$ cat src/rtl/mem_access_stage.sv
// Memory-access stage: store byte lanes, load extraction, load-wait stall and write-back register.
// Optional forwarding outputs (fwd_*) are built only when MEM_FWD_EN is defined.
module mem_access_stage #(
  parameter int ADDR_W   = 14,
  parameter int LOAD_LAT = 1
) (
  input  logic              clk,
  input  logic              rst_n,
  input  logic              RegWrite_i,
  input  logic              MemRead_i,
  input  logic              MemWrite_i,
  input  logic              MemOrIoToReg_i,
  input  logic              IoRead_i,
  input  logic              IoWrite_i,
  input  logic [1:0]        ByteOrWord_i,
  input  logic [31:0]       ALUResult_i,
  input  logic [31:0]       rdata2_i,
  input  logic [4:0]        rd_i,
  output logic              mem_en_o,
  output logic [3:0]        mem_we_o,
  output logic [ADDR_W-3:0] mem_addr_o,
  output logic [31:0]       mem_wdata_o,
  input  logic [31:0]       mem_rdata_i,
  output logic              io_re_o,
  output logic              io_we_o,
  output logic [31:0]       io_wdata_o,
  input  logic [31:0]       io_rdata_i,
  output logic              stall_o,
  output logic              misalign_o,
`ifdef MEM_FWD_EN
  output logic              fwd_valid_o,
  output logic [4:0]        fwd_rd_o,
  output logic [31:0]       fwd_data_o,
`endif
  output logic              RegWrite_o,
  output logic [4:0]        rd_o,
  output logic [31:0]       wdata_o
);

  typedef enum logic {IDLE, LOAD_WAIT} state_t;

  localparam logic [1:0] CNT_INIT = 2'(LOAD_LAT - 1);

  state_t            state, state_next;
  logic [1:0]        cnt, cnt_next;

  logic [ADDR_W-1:0] ld_addr;
  logic [1:0]        ld_size;
  logic [4:0]        ld_rd;
  logic              ld_regwrite;
  logic              ld_to_reg;
  logic [31:0]       ld_alu;

  logic              size_byte, size_half, size_word;
  logic              any_access, io_sel, misaligned, accept;
  logic              do_load, do_store, do_io_rd, do_io_wr;
  logic              waiting, last_wait;
  logic [3:0]        lane_mask;

  logic              wb_we_next;
  logic [4:0]        wb_rd_next;
  logic [31:0]       wb_data_next;

  // Byte lane picks addr[1:0], half lane picks addr[1]; narrow results are sign-extended.
  function automatic logic [31:0] extract(input logic [31:0] d, input logic [1:0] off,
                                          input logic [1:0] size);
    logic [7:0]  b;
    logic [15:0] h;
    case (off)
      2'd0:    b = d[7:0];
      2'd1:    b = d[15:8];
      2'd2:    b = d[23:16];
      default: b = d[31:24];
    endcase
    h = off[1] ? d[31:16] : d[15:0];
    case (size)
      2'b01:   extract = {{24{b[7]}}, b};
      2'b10:   extract = {{16{h[15]}}, h};
      default: extract = d;
    endcase
  endfunction

  // Request decode; nothing is accepted outside IDLE or while reset is asserted.
  always_comb begin
    size_byte  = (ByteOrWord_i == 2'b01);
    size_half  = (ByteOrWord_i == 2'b10);
    size_word  = !size_byte && !size_half;
    any_access = MemRead_i || MemWrite_i || IoRead_i || IoWrite_i;
    io_sel     = IoRead_i || IoWrite_i;
    misaligned = any_access && ((size_word && (ALUResult_i[1:0] != 2'b00)) ||
                                (size_half && ALUResult_i[0]));
    accept     = (state == IDLE) && !rst_n;
    do_load    = accept && MemRead_i && !io_sel && !misaligned;
    do_store   = accept && MemWrite_i && !io_sel && !misaligned;
    do_io_rd   = accept && IoRead_i && !misaligned;
    do_io_wr   = accept && IoWrite_i && !misaligned;
    waiting    = (state == LOAD_WAIT) && !rst_n;
    last_wait  = waiting && (cnt == 2'd0);
    if (size_byte)
      lane_mask = 4'b0001 << ALUResult_i[1:0];
    else if (size_half)
      lane_mask = ALUResult_i[1] ? 4'b1100 : 4'b0011;
    else
      lane_mask = 4'b1111;
  end

  always_ff @(posedge clk or posedge rst_n) begin
    if (rst_n) begin
      state <= IDLE;
      cnt   <= 2'd0;
    end else begin
      state <= state_next;
      cnt   <= cnt_next;
    end
  end

  // The load's context is captured so the wait phase never depends on upstream holding.
  always_ff @(posedge clk or posedge rst_n) begin
    if (rst_n) begin
      ld_addr     <= '0;
      ld_size     <= 2'b00;
      ld_rd       <= 5'd0;
      ld_regwrite <= 1'b0;
      ld_to_reg   <= 1'b0;
      ld_alu      <= 32'd0;
    end else if (do_load) begin
      ld_addr     <= ALUResult_i[ADDR_W-1:0];
      ld_size     <= ByteOrWord_i;
      ld_rd       <= rd_i;
      ld_regwrite <= RegWrite_i;
      ld_to_reg   <= MemOrIoToReg_i;
      ld_alu      <= ALUResult_i;
    end
  end

  always_comb begin
    state_next = state;
    cnt_next   = cnt;
    case (state)
      IDLE: begin
        if (do_load) begin
          state_next = LOAD_WAIT;
          cnt_next   = CNT_INIT;
        end
      end
      LOAD_WAIT: begin
        if (cnt == 2'd0)
          state_next = IDLE;
        else
          cnt_next = cnt - 2'd1;
      end
      default: state_next = IDLE;
    endcase
  end

  // Enable stays high while waiting so the RAM output remains valid for the held address.
  always_comb begin
    mem_en_o    = do_load || do_store || waiting;
    mem_we_o    = do_store ? lane_mask : 4'b0000;
    mem_addr_o  = (state == LOAD_WAIT) ? ld_addr[ADDR_W-1:2] : ALUResult_i[ADDR_W-1:2];
    mem_wdata_o = size_byte ? {4{rdata2_i[7:0]}} :
                  size_half ? {2{rdata2_i[15:0]}} : rdata2_i;
    io_re_o     = do_io_rd;
    io_we_o     = do_io_wr;
    io_wdata_o  = rdata2_i;
    stall_o     = do_load || (waiting && (cnt != 2'd0));
  end

  always_comb begin
    wb_we_next   = 1'b0;
    wb_rd_next   = rd_i;
    wb_data_next = ALUResult_i;
    if (state == LOAD_WAIT) begin
      wb_rd_next   = ld_rd;
      wb_data_next = ld_alu;
      if (last_wait) begin
        wb_we_next = ld_regwrite;
        if (ld_to_reg)
          wb_data_next = extract(mem_rdata_i, ld_addr[1:0], ld_size);
      end
    end else if (!misaligned && !do_load) begin
      wb_we_next = RegWrite_i;
      if (IoRead_i && MemOrIoToReg_i)
        wb_data_next = extract(io_rdata_i, ALUResult_i[1:0], ByteOrWord_i);
    end
  end

  always_ff @(posedge clk or posedge rst_n) begin
    if (rst_n) begin
      RegWrite_o <= 1'b0;
      rd_o       <= 5'd0;
      wdata_o    <= 32'd0;
      misalign_o <= 1'b0;
    end else begin
      RegWrite_o <= wb_we_next;
      rd_o       <= wb_rd_next;
      wdata_o    <= wb_data_next;
      misalign_o <= accept && misaligned;
    end
  end

`ifdef MEM_FWD_EN
  assign fwd_valid_o = wb_we_next && !stall_o && !rst_n && (wb_rd_next != 5'd0);
  assign fwd_rd_o    = wb_rd_next;
  assign fwd_data_o  = wb_data_next;
`endif

endmodule
$ cat config.mk
export PLATFORM = sky130hd
export DESIGN_NAME = mem_access_stage
export DESIGN_NICKNAME = d
export VERILOG_FILES = /design/src/rtl/mem_access_stage.sv
export SDC_FILE = /design/constraint.sdc
export NUM_CORES = 1
export LEC_CHECK = 0
export CAP_MARGIN = 5
export CORE_MARGIN = 10
export CORE_UTILIZATION = 50
export DETAILED_ROUTE_END_ITERATION = 12
export DONT_BUFFER_PORTS = 1
export MAX_ROUTING_LAYER = met4
export PLACE_DENSITY = 0.66
export SYNTH_ARGS = -nofsm -noshare
export SYNTH_HDL_FRONTEND = slang
export SYNTH_SLANG_ARGS = --single-unit
$ cat constraint.sdc
create_clock -name clk -period 2.5 [get_ports clk]
set_input_delay 0.5 -clock clk [delete_from_list [all_inputs] [get_ports clk]]
set_output_delay 0.5 -clock clk [all_outputs]
set_load 0.01 [all_outputs]
Yosys cells after proc, flatten, opt, wreduce, memory -nomap -nowiden
Index checks and enable logic that the tools add are counted.
Word-level totals
  bits in registers: 97
  input port bits: 143
  output and inout bits: 123
  logic and storage cells: 94
Cells by class
  add/subtract/negate cells: 1
  equality and inequality tests: 10
  shift-type cells: 1
  multiplexer cells: 28
  bitwise gates (word level): 1
  reduce and logical (&&, ||, !) cells: 41
Operators with widths (number)
  2-to-1 mux 32 bit: 7
  case mux 32 bit (2 select lines): 2
  case mux 8 bit (3 select lines): 2
  2-to-1 mux 16 bit: 2
  logical AND 1 bit: 21
  2-to-1 mux 4 bit: 4
  2-to-1 mux 12 bit: 1
  equality test 2 x 1 -> 1 bit, second input constant: 4
  equality test 2 bit, second input constant: 4
  logical OR 1 bit: 8
  zero test 1 bit: 6
  zero test 2 bit: 3
  2-to-1 mux 1 bit: 5
  2-to-1 mux 5 bit: 1
  2-to-1 mux 2 bit: 2
  != test 2 bit, second input constant: 2
  case mux 2 bit (2 select lines): 1
  nonzero test 2 bit: 2
  left shift 1 x 2 -> 4 bit, first input constant: 1
  case mux 1 bit (2 select lines): 1
  AND reduction 2 bit: 1
  subtractor 2 x 1 -> 2 bit, second input constant: 1
  NOT 1 bit: 1

Depth between registers and ports, before layout
Gate-level depths: netlist (run 1).
  depth in word-level cells: 12
  gate-level depth with buffers: 9
  depth with buffers taken out: 7

Least setup slack after synthesis (run 1)
OpenSTA, ideal clock, no wires.
  path kind: input to output
  start: input port ByteOrWord_i[0]
  end: output port stall_o
  arrival: 1928 ps
  required time: 2000 ps
  slack: 72 ps
  stages on the path: 7
  path buffers: 1
  path through: inv_1 -> ha_1 -> or2_1 -> a211oi_4 -> nand3_4 -> clkbuf_1 -> o21ai_0
On the way
  longest elaborated chain between the ends: 9
  elaborated cells between the ends (all ways): 12
  classes of those cells: eq/ne: 2; reduce/logical: 10
RTL lines
  start: declaration: line 15  | input logic [1:0] ByteOrWord_i,
  equality test 2 x 1 -> 1 bit or equality test 2 bit (tied branches): line 85, 86
  zero test 1 bit: line 87  | size_word = !size_byte && !size_half;
  logical AND 1 bit: line 87
  logical AND 1 bit: line 90  | misaligned = any_access && ((size_word && (ALUResult_i[1:0] != 2'b00)) ||
  logical OR 1 bit (*): line 90
  logical AND 1 bit (*): line 90
  zero test 1 bit (*): line 93  | do_load = accept && MemRead_i && !io_sel && !misaligned;
  logical AND 1 bit (*): line 93
  logical OR 1 bit (*): line 166  | stall_o = do_load || (waiting && (cnt != 2'd0));
  end: declaration: line 28  | output logic stall_o,
Every way passes the cells marked *; elsewhere a longest branch is shown, timed or not.

Final worst setup path (run 1)
Same ends and word-level chain as after synthesis.

==> results by stage, run 1 <==
Worst setup path:
- Data on the critical path arrives at its endpoint at 1.88 ns.
- The number of buffers and inverters on the critical path is 2.
- On the critical path the largest part of the delay comes from compound AO/OA/AOI/OAI gates.
- The number of cells on the worst reg-to-reg path is 8.
- The critical path is of the in2out type.
- The critical path depth in cells is 7.
- The required time reported for the critical path endpoint is 2.00 ns.
- Walking the worst path, the cells encountered are inv_1, ha_4, or2_4, a211oi_4, nand3_4, o21ai_1, buf_4.
- The startpoint class of the critical path is an input port.
- On the worst path, the slowest cell contributes a delay of 0.37 ns.
- The slowest stage of the critical path is the sky130_fd_sc_hd__a211oi_4 cell.
- The endpoint class of the critical path is an output port.
- The maximum fanout encountered on the critical timing path is 6.

Floorplanning:
- In this run the standard cell core region covers 11,300 µm².
- Once the floorplan was initialized, standard cells occupied 50.8% of the core.
- The height of the die is 127 µm.
- In this run the core area contains 39 standard-cell rows.
- The die boundary width is 127 µm.
- The number of primary I/O pins is 266.
- The floorplan step defined a die boundary enclosing 16,200 µm².

Pwr:
- In this run, the combinational gates consume 27.6% of the power.
- The part of the power in the clock network is 31.3%.
- The sequential power share is 41.1%.
- VDD sags by at most 0.000476 V.
- For this design the ratio of total power to cell area is 720 nW/µm².
- Net switching is 32.2% of the power.
- The switching power of the nets is 1.40 mW.
- The leakage power total is 2.55 nW.
- The internal power of the cells totals 2.94 mW.

Synthesis:
- Yosys printed 0 warnings.
- In the post-synthesis netlist, the biggest area contributors are sky130_fd_sc_hd__dfrtp_1 (36%), sky130_fd_sc_hd__mux2_4 (9.7%), sky130_fd_sc_hd__o21ai_0 (7.1%).
- The area share of the largest cell type after synthesis is 36.1%.
- The largest total area in the synthesized netlist belongs to sky130_fd_sc_hd__dfrtp_1.
- In the synthesized netlist, the number of instances is 595.
- The number of distinct library cells after synthesis is 55.
- The number of nets in the synthesized netlist is 743.
- The most common cell in the synthesized netlist is sky130_fd_sc_hd__dfrtp_1.
- In this run, synthesis inferred 0 flip-flops with an integrated enable.
- The share of async-settable or async-resettable flops after synthesis is 100%.
- The average footprint of a synthesized cell is 9.66 µm².
- The mapped netlist covers 5750 µm².
- After synthesis the netlist holds a flip-flop and latch count of 83.
- The leading register cell type out of synthesis is sky130_fd_sc_hd__dfrtp_1.
- By count the netlist is led by sky130_fd_sc_hd__dfrtp_1 (83), sky130_fd_sc_hd__o21ai_0 (82), sky130_fd_sc_hd__buf_4 (41), sky130_fd_sc_hd__mux2_4 (37), sky130_fd_sc_hd__nand2_1 (30).
- The sequential fraction of the synthesis area is 36.1%.

Timing:
- The final worst-path cycle share is 95.0%.
- The minimum clock period after layout is 2.38 ns.
- The number of hold violations in the final report came to 0.
- On the final layout, the worst clock skew is 0.00791 ns.
- Setup repair after global routing left no endpoint under its margin.
- The upper clock frequency limit is 0.421 GHz.
- The slew at the pin closest to its max-slew limit is 0.696 ns.
- Measured against its own limit, the worst slew margin works out to 53.5%.
- Setup violations remaining at the end of the flow were counted as 0.
- The setup TNS is 0 ns.
- The number of max-slew violations in the final report is 0.

Status:
- The run finished with clean final reports.

Global route:
- Entering global routing, the biggest net connects 39 pins.
- The via count of the first global-routing pass came to 4,887.
- The number of antenna violations at the first check in global routing is 1.
- The sum of overflow across all layers after global routing is 0.
- The global-route usage over all layers is 25.8%.
- The first global-routing pass estimated 31,100 µm of wire.

Finish:
- The core occupancy in the finished layout is 53.2%.
- The post-layout net count is 708.
- The finished cells cover 6020 µm².
- The filler cells instantiated in the layout total 1,019.
- The flip-flop count of the largest register, all copies and words added is 32.
- The relative area change from synthesis to final layout is 4.77%.
- In the final layout, the share of cells above drive strength 1 is 24.8%.
- The area used by sequential logic in the layout is 2080 µm².
- The largest registers in the layout are wdata_o: 32 flops, ld_alu: 19 flops, ld_addr: 13 flops.
- The area occupied by multi-input gates is 3100 µm².
- The register with the highest flop count is wdata_o.

Place:
- The congestion estimate from routability-driven global placement came to 0.984.
- Detailed placement ended at an HPWL of 17,000 µm.
- The placed instance area is 5670 µm².
- The count of buffers from port buffering is 0.

Clock tree:
- The clock tree synthesis step divided the H-tree into 3 levels.
- TritonCTS built the clock tree.
- The maximum buffer depth of the clock tree is 2.
- The clock sink count is 83.
- Clock-pin slew was measured on the worst setup and hold paths at 0.06 ns.
- The library cell used as clock root buffer is sky130_fd_sc_hd__clkbuf_16.
- The clock insertion delay at the later pin of the skew report is 0.34 ns.
- After clock tree synthesis, the flow added hold-fix buffers numbering 0.
- The number of clock buffers inserted by TritonCTS is 9.

Worst hold path:
- The kind of path behind the tightest hold check is in2async.

Drt:
- The routed length per placed instance is 30.1 µm.
- After detailed routing, the number of remaining DRC violations is 0.
- The number of iterations in the first detailed-routing pass is 6.
- The number of nets with antenna violations after detailed routing is 0.
- The routed via count divided by cell count is 6.74.
- The detailed-route wire length is 21,300 µm.
- The DRC marker count from the first detailed-route iteration is 456.
- Summing over every cut layer, the via total after detailed routing is 4,776.

Run:
- The number of max-cap violations is 0.
worst paths after layout:
path / slack (ns) / startpoint / endpoint
max: 0.12 / ByteOrWord_i[0] / stall_o
min in group clk: 0.23 / rst_n / misalign_o
max reg2reg: 0.34 / ld_size[0] / wdata_o[4]
min: 0.13 / rst_n / rd_o[4]
min reg2reg: 0.49 / ld_alu[13] / ld_alu[13]
max in group asynchronous: 1.71 / rst_n / ld_addr[12]
timing repair:
action                     4_1_cts  5_1_grt
setup endpoints to repair        1        3
gates cloned                     0        0
buffers inserted                 0        1
resized for setup                1        7
pin swaps                        0        3
power by group through the flow:
stage               registers (mW)  clock network [mW]  logic, mW
floorplan                     1.74                   0       1.01
CTS                           1.78                1.36       1.18
global placement              1.80                   0       1.15
global route                  1.81                1.43       1.30
finish                        1.79                1.36       1.20
detailed placement            1.81                   0       1.17
logic make-up after synthesis:
logic type	count (synthesis)	synth area share [%]
simple gates	115	10.4
buf+inv	102	10.8
mux	81	18.0
fa+ha+maj	5	1.09
compound gates	209	23.6
flops	83	36.1
per-layer routing:
layer / routed length (µm) / vias up / track usage [%] / share of wire (%)
li1: - / 2081 / - / -
met1: 7320 / 2329 / 27.0 / 34
met2: 10800 / 327 / 44.0 / 51
met3: 2540 / 39 / 9.10 / 12
met4: 689 / 0 / 9.44 / 3.2
met5: 0 / - / - / 0
through the flow:
stage | power, mW | worst slack (ns) | hold slack [ns] | instances
2_1_floorplan | 2.75 | 0.0720 | 0.450 | 595
3_3_place_gp | 2.95 | 0.0252 | 0.465 | 691
3_5_place_dp | 2.98 | -0.0650 | 0.485 | 691
4_1_cts | 4.32 | 0.0525 | 0.143 | 707
5_1_grt | 4.54 | 0.0646 | 0.167 | 709
6_report | 4.34 | 0.125 | 0.132 | 709
cell type report:
type	count	share of cell area (%)
clock inverters	6	1.20
clock buffers	10	3.80
multi-input cells	410	51.4
diodes	1	0.0415
repair buffers	34	4.65
inverters	22	1.43
well taps	143	2.97
flip-flops and latches	83	34.5
placed cells by master, fill, tap and decap left out, types with 5 or more instances in the layout:
cell,instances
sky130_fd_sc_hd__or3_1,11
sky130_fd_sc_hd__nor3_1,7
sky130_fd_sc_hd__nand2_1,30
sky130_fd_sc_hd__nor2_1,22
sky130_fd_sc_hd__mux2_2,26
sky130_fd_sc_hd__o22ai_1,29
sky130_fd_sc_hd__a21o_1,8
sky130_fd_sc_hd__nor2b_1,12
sky130_fd_sc_hd__buf_4,32
sky130_fd_sc_hd__dfrtp_1,83
sky130_fd_sc_hd__a211oi_1,6
sky130_fd_sc_hd__mux2_4,37
sky130_fd_sc_hd__o21ai_0,81
sky130_fd_sc_hd__o221ai_1,8
sky130_fd_sc_hd__mux2i_1,17
sky130_fd_sc_hd__nand3_1,6
sky130_fd_sc_hd__clkbuf_16,9
sky130_fd_sc_hd__o2bb2ai_1,6
sky130_fd_sc_hd__o211ai_1,8
sky130_fd_sc_hd__nand2b_1,7
sky130_fd_sc_hd__a22o_1,9
sky130_fd_sc_hd__a21oi_1,26
sky130_fd_sc_hd__inv_1,20
sky130_fd_sc_hd__or3_2,5
Note: power is estimated with default switching activity, not from simulation.
==> inputs of run 2 (changes only) <==
--- a/config.mk
+++ b/config.mk
@@ -6,12 +6,14 @@
 export NUM_CORES = 1
 export LEC_CHECK = 0
 export CAP_MARGIN = 5
+export CELL_PAD_IN_SITES_DETAIL_PLACEMENT = 0
+export CELL_PAD_IN_SITES_GLOBAL_PLACEMENT = 2
 export CORE_MARGIN = 10
-export CORE_UTILIZATION = 50
+export CORE_UTILIZATION = 33
 export DETAILED_ROUTE_END_ITERATION = 12
 export DONT_BUFFER_PORTS = 1
 export MAX_ROUTING_LAYER = met4
-export PLACE_DENSITY = 0.66
+export PLACE_DENSITY = 0.74
 export SYNTH_ARGS = -nofsm -noshare
 export SYNTH_HDL_FRONTEND = slang
 export SYNTH_SLANG_ARGS = --single-unit
==> results by stage, run 2 (same netlist as run 1, synthesis figures left out) <==
Clock tree:
- Counting along the longest clock path gives a buffer depth of 2.
- The clock sink count is 83.
- The clock input transition at the sequential cells of the worst setup and hold paths is 0.07 ns.
- Counting the buffers created by CTS gives 9.
- Buffers added to address setup during post-CTS repair amount to 0.
- The total of hold buffers inserted after clock tree synthesis is 0.
- The clock insertion delay at the later pin of the skew report is 0.35 ns.
- The CTS H-tree depth is 3.
- The clock tree from TritonCTS is done.
- The library cell used as clock root buffer is sky130_fd_sc_hd__clkbuf_16.

Place:
- The count of buffers from port buffering is 0.
- At the placement stage, the worst setup path has a slack of -0.00699 ns.
- The half-perimeter wire length after detailed placement is 17,900 µm.
- The number of placed instances, taps included, is 778.
- At the end of routability-driven placement, the weighted congestion stood at 0.909.

Status:
- The flow ran to the end, and the final reports show no timing, DRC or antenna violations.

Timing:
- The number of max-slew violations in the final report is 0.
- Setup repair after global routing left no endpoint under its margin.
- The count of final setup violators is 0.
- For the final database, setup skew stands at 0.00823 ns.
- At the pin with the least slew margin, the transition time is 0.732 ns.
- Once routing completed, OpenROAD measured the worst setup slack at 0.0745 ns.
- The worst pin sits at a relative slew slack of 51.0%.
- The upper clock frequency limit is 0.412 GHz.
- The worst path uses 97.0% of the clock period.
- After layout, the minimum clock period comes to 2.43 ns.
- The number of hold violations in the final report is 0.

Finish:
- The post-layout net count is 712.
- The area growth from synthesis to layout is 6.88%.
- In the layout the commonest cells are sky130_fd_sc_hd__dfrtp_1 (83), sky130_fd_sc_hd__o21ai_0 (82), sky130_fd_sc_hd__mux2_4 (37).
- The library cell used most frequently in the layout, excluding fill and tap cells, is sky130_fd_sc_hd__dfrtp_1.
- The layout has 1,790 filler cells.
- wdata_o holds more flip-flops than any other register.
- The layout cell share with drive strength beyond 1 is 24.8%.
- The largest registers in the layout are wdata_o: 32 flops, ld_alu: 19 flops, ld_addr: 13 flops.
- The flip-flop count of the largest register, all copies and words added is 32.
- The final non-filler cell total is 795.

Global route:
- Across every metal layer, demand over resource in global routing totals 19.3%.
- The number of antenna violations at the first check in global routing is 0.
- The via count of the first global-routing pass came to 4,919.
- The maximum number of pins on one net before global-route repair is 48.
- For this run the aggregate overflow at the end of global routing stands at 0.
- The first-pass GRT wire length is 33,500 µm.

Floorplanning:
- The floorplan die area is 23,100 µm².
- The initial utilization of the core area, before any placement, comes to 33.5%.
- In this run the count of I/O pins placed on the die edge is 266.
- The number of core rows is 48.
- The die boundary width is 152 µm.
- The die is 152 µm tall.
- The region available for standard cell placement spans 17,200 µm².

Worst setup path:
- STA classifies the critical path endpoint as an output port.
- The startpoint class of the critical path is an input port.
- The critical path is of the in2out type.
- At the worst endpoint, the arrival time is 1.93 ns.
- At the worst endpoint, the required time is 2.00 ns.
- The maximum fanout encountered on the critical timing path is 5.

Pwr:
- The maximum resistive drop on vdd is 0.000453 V.
- Summed over all cells, the static leakage comes to 2.58 nW.
- The power density over the cells is 729 nW/µm².

Drt:
- After the first detailed-routing iteration, the DRC count stood at 398.
- The routed length per placed instance is 28.6 µm.
- The routed design has 22,700 µm of wire.
- The routed via count divided by cell count is 5.86.
- The vias after detailed routing is 4,661.
- The number of nets with antenna violations after detailed routing is 0.
- For this run, design rule violations remaining after detail routing come to 0.
- The number of iterations in the first detailed-routing pass is 5.

Run:
- The tool flagged a number of max-cap violations equal to 0.

Worst hold path:
- The kind of path behind the tightest hold check is in2async.
-- run 2: cell count changes in the layout (fill, tap and decap cells not counted), sizes merged --
cell,before,now
clkbuf,10,9
buf,34,38
bufinv,1,2
-- run 2: layout make-up --
cell class | instances | area [µm²] | share of cell area (%)
clock inverter | 7 | 98.8 | 1.61
clock buffer | 9 | 225 | 3.66
tap | 225 | 282 | 4.58
inverter | 22 | 86.3 | 1.40
timing repair buffer | 38 | 310 | 5.05
multi-input combinational | 410 | 3060 | 49.9
antenna | 1 | 2.50 | 0.0407
sequential | 83 | 2080 | 33.8
-- run 2: path summary, 6_finish.rpt --
check | from | to | slack [ns] | cells past startpoint
max in group asynchronous | rst_n | ld_alu[31] | 1.90 | 2
hold / removal | rst_n | wdata_o[2] | 0.08 | 2
min in group clk | rst_n | misalign_o | 0.22 | 1
setup / recovery | ByteOrWord_i[0] | mem_we_o[3] | 0.07 | 6
setup reg to reg | ld_size[0] | wdata_o[28] | 0.38 | 7
hold reg to reg | ld_alu[13] | ld_alu[13] | 0.49 | 2
-- run 2: metal layers --
layer,share of wire (%),wire length (µm),up-vias,global-route usage (%)
met1,38,8730,2284,20.8
li1,-,-,2093,-
met2,50,11400,256,32.4
met3,9.7,2200,28,7.45
met4,1.9,428,0,5.50
met5,0,0,-,-
-- run 2: power breakdown --
part	total [mW]	internal, mW	switching [mW]
Clock	1.48	0.883	0.600
Combinational	1.20	0.566	0.636
Sequential	1.79	1.59	0.206
-- run 2: critical path, stage by stage --
cell and delay [ns]:
sky130_fd_sc_hd__inv_1 0.03, sky130_fd_sc_hd__ha_1 0.31, sky130_fd_sc_hd__or2_1 0.27, sky130_fd_sc_hd__a211oi_4 0.33
sky130_fd_sc_hd__nand3_2 0.17, sky130_fd_sc_hd__o21ba_2 0.31
-- run 2: metrics by stage --
stage	utilization [%]	area (µm²)	power, mW	hold WS [ns]	TNS, ns
6_report	35.8	6150	4.48	0.0770	0
3_5_place_dp	33.9	5810	3.02	0.476	-0.00699
5_1_grt	35.8	6140	4.71	0.0966	0
4_1_cts	35.7	6140	4.51	0.0974	0
3_3_place_gp	33.9	5810	2.99	0.464	-0.0374
2_1_floorplan	-	5750	2.75	0.450	0
-- run 2: repair_timing --
item,4_1_cts,5_1_grt
endpoints found under the setup margin,0,2
endpoints found under the hold margin,0,0
resized for setup,0,1
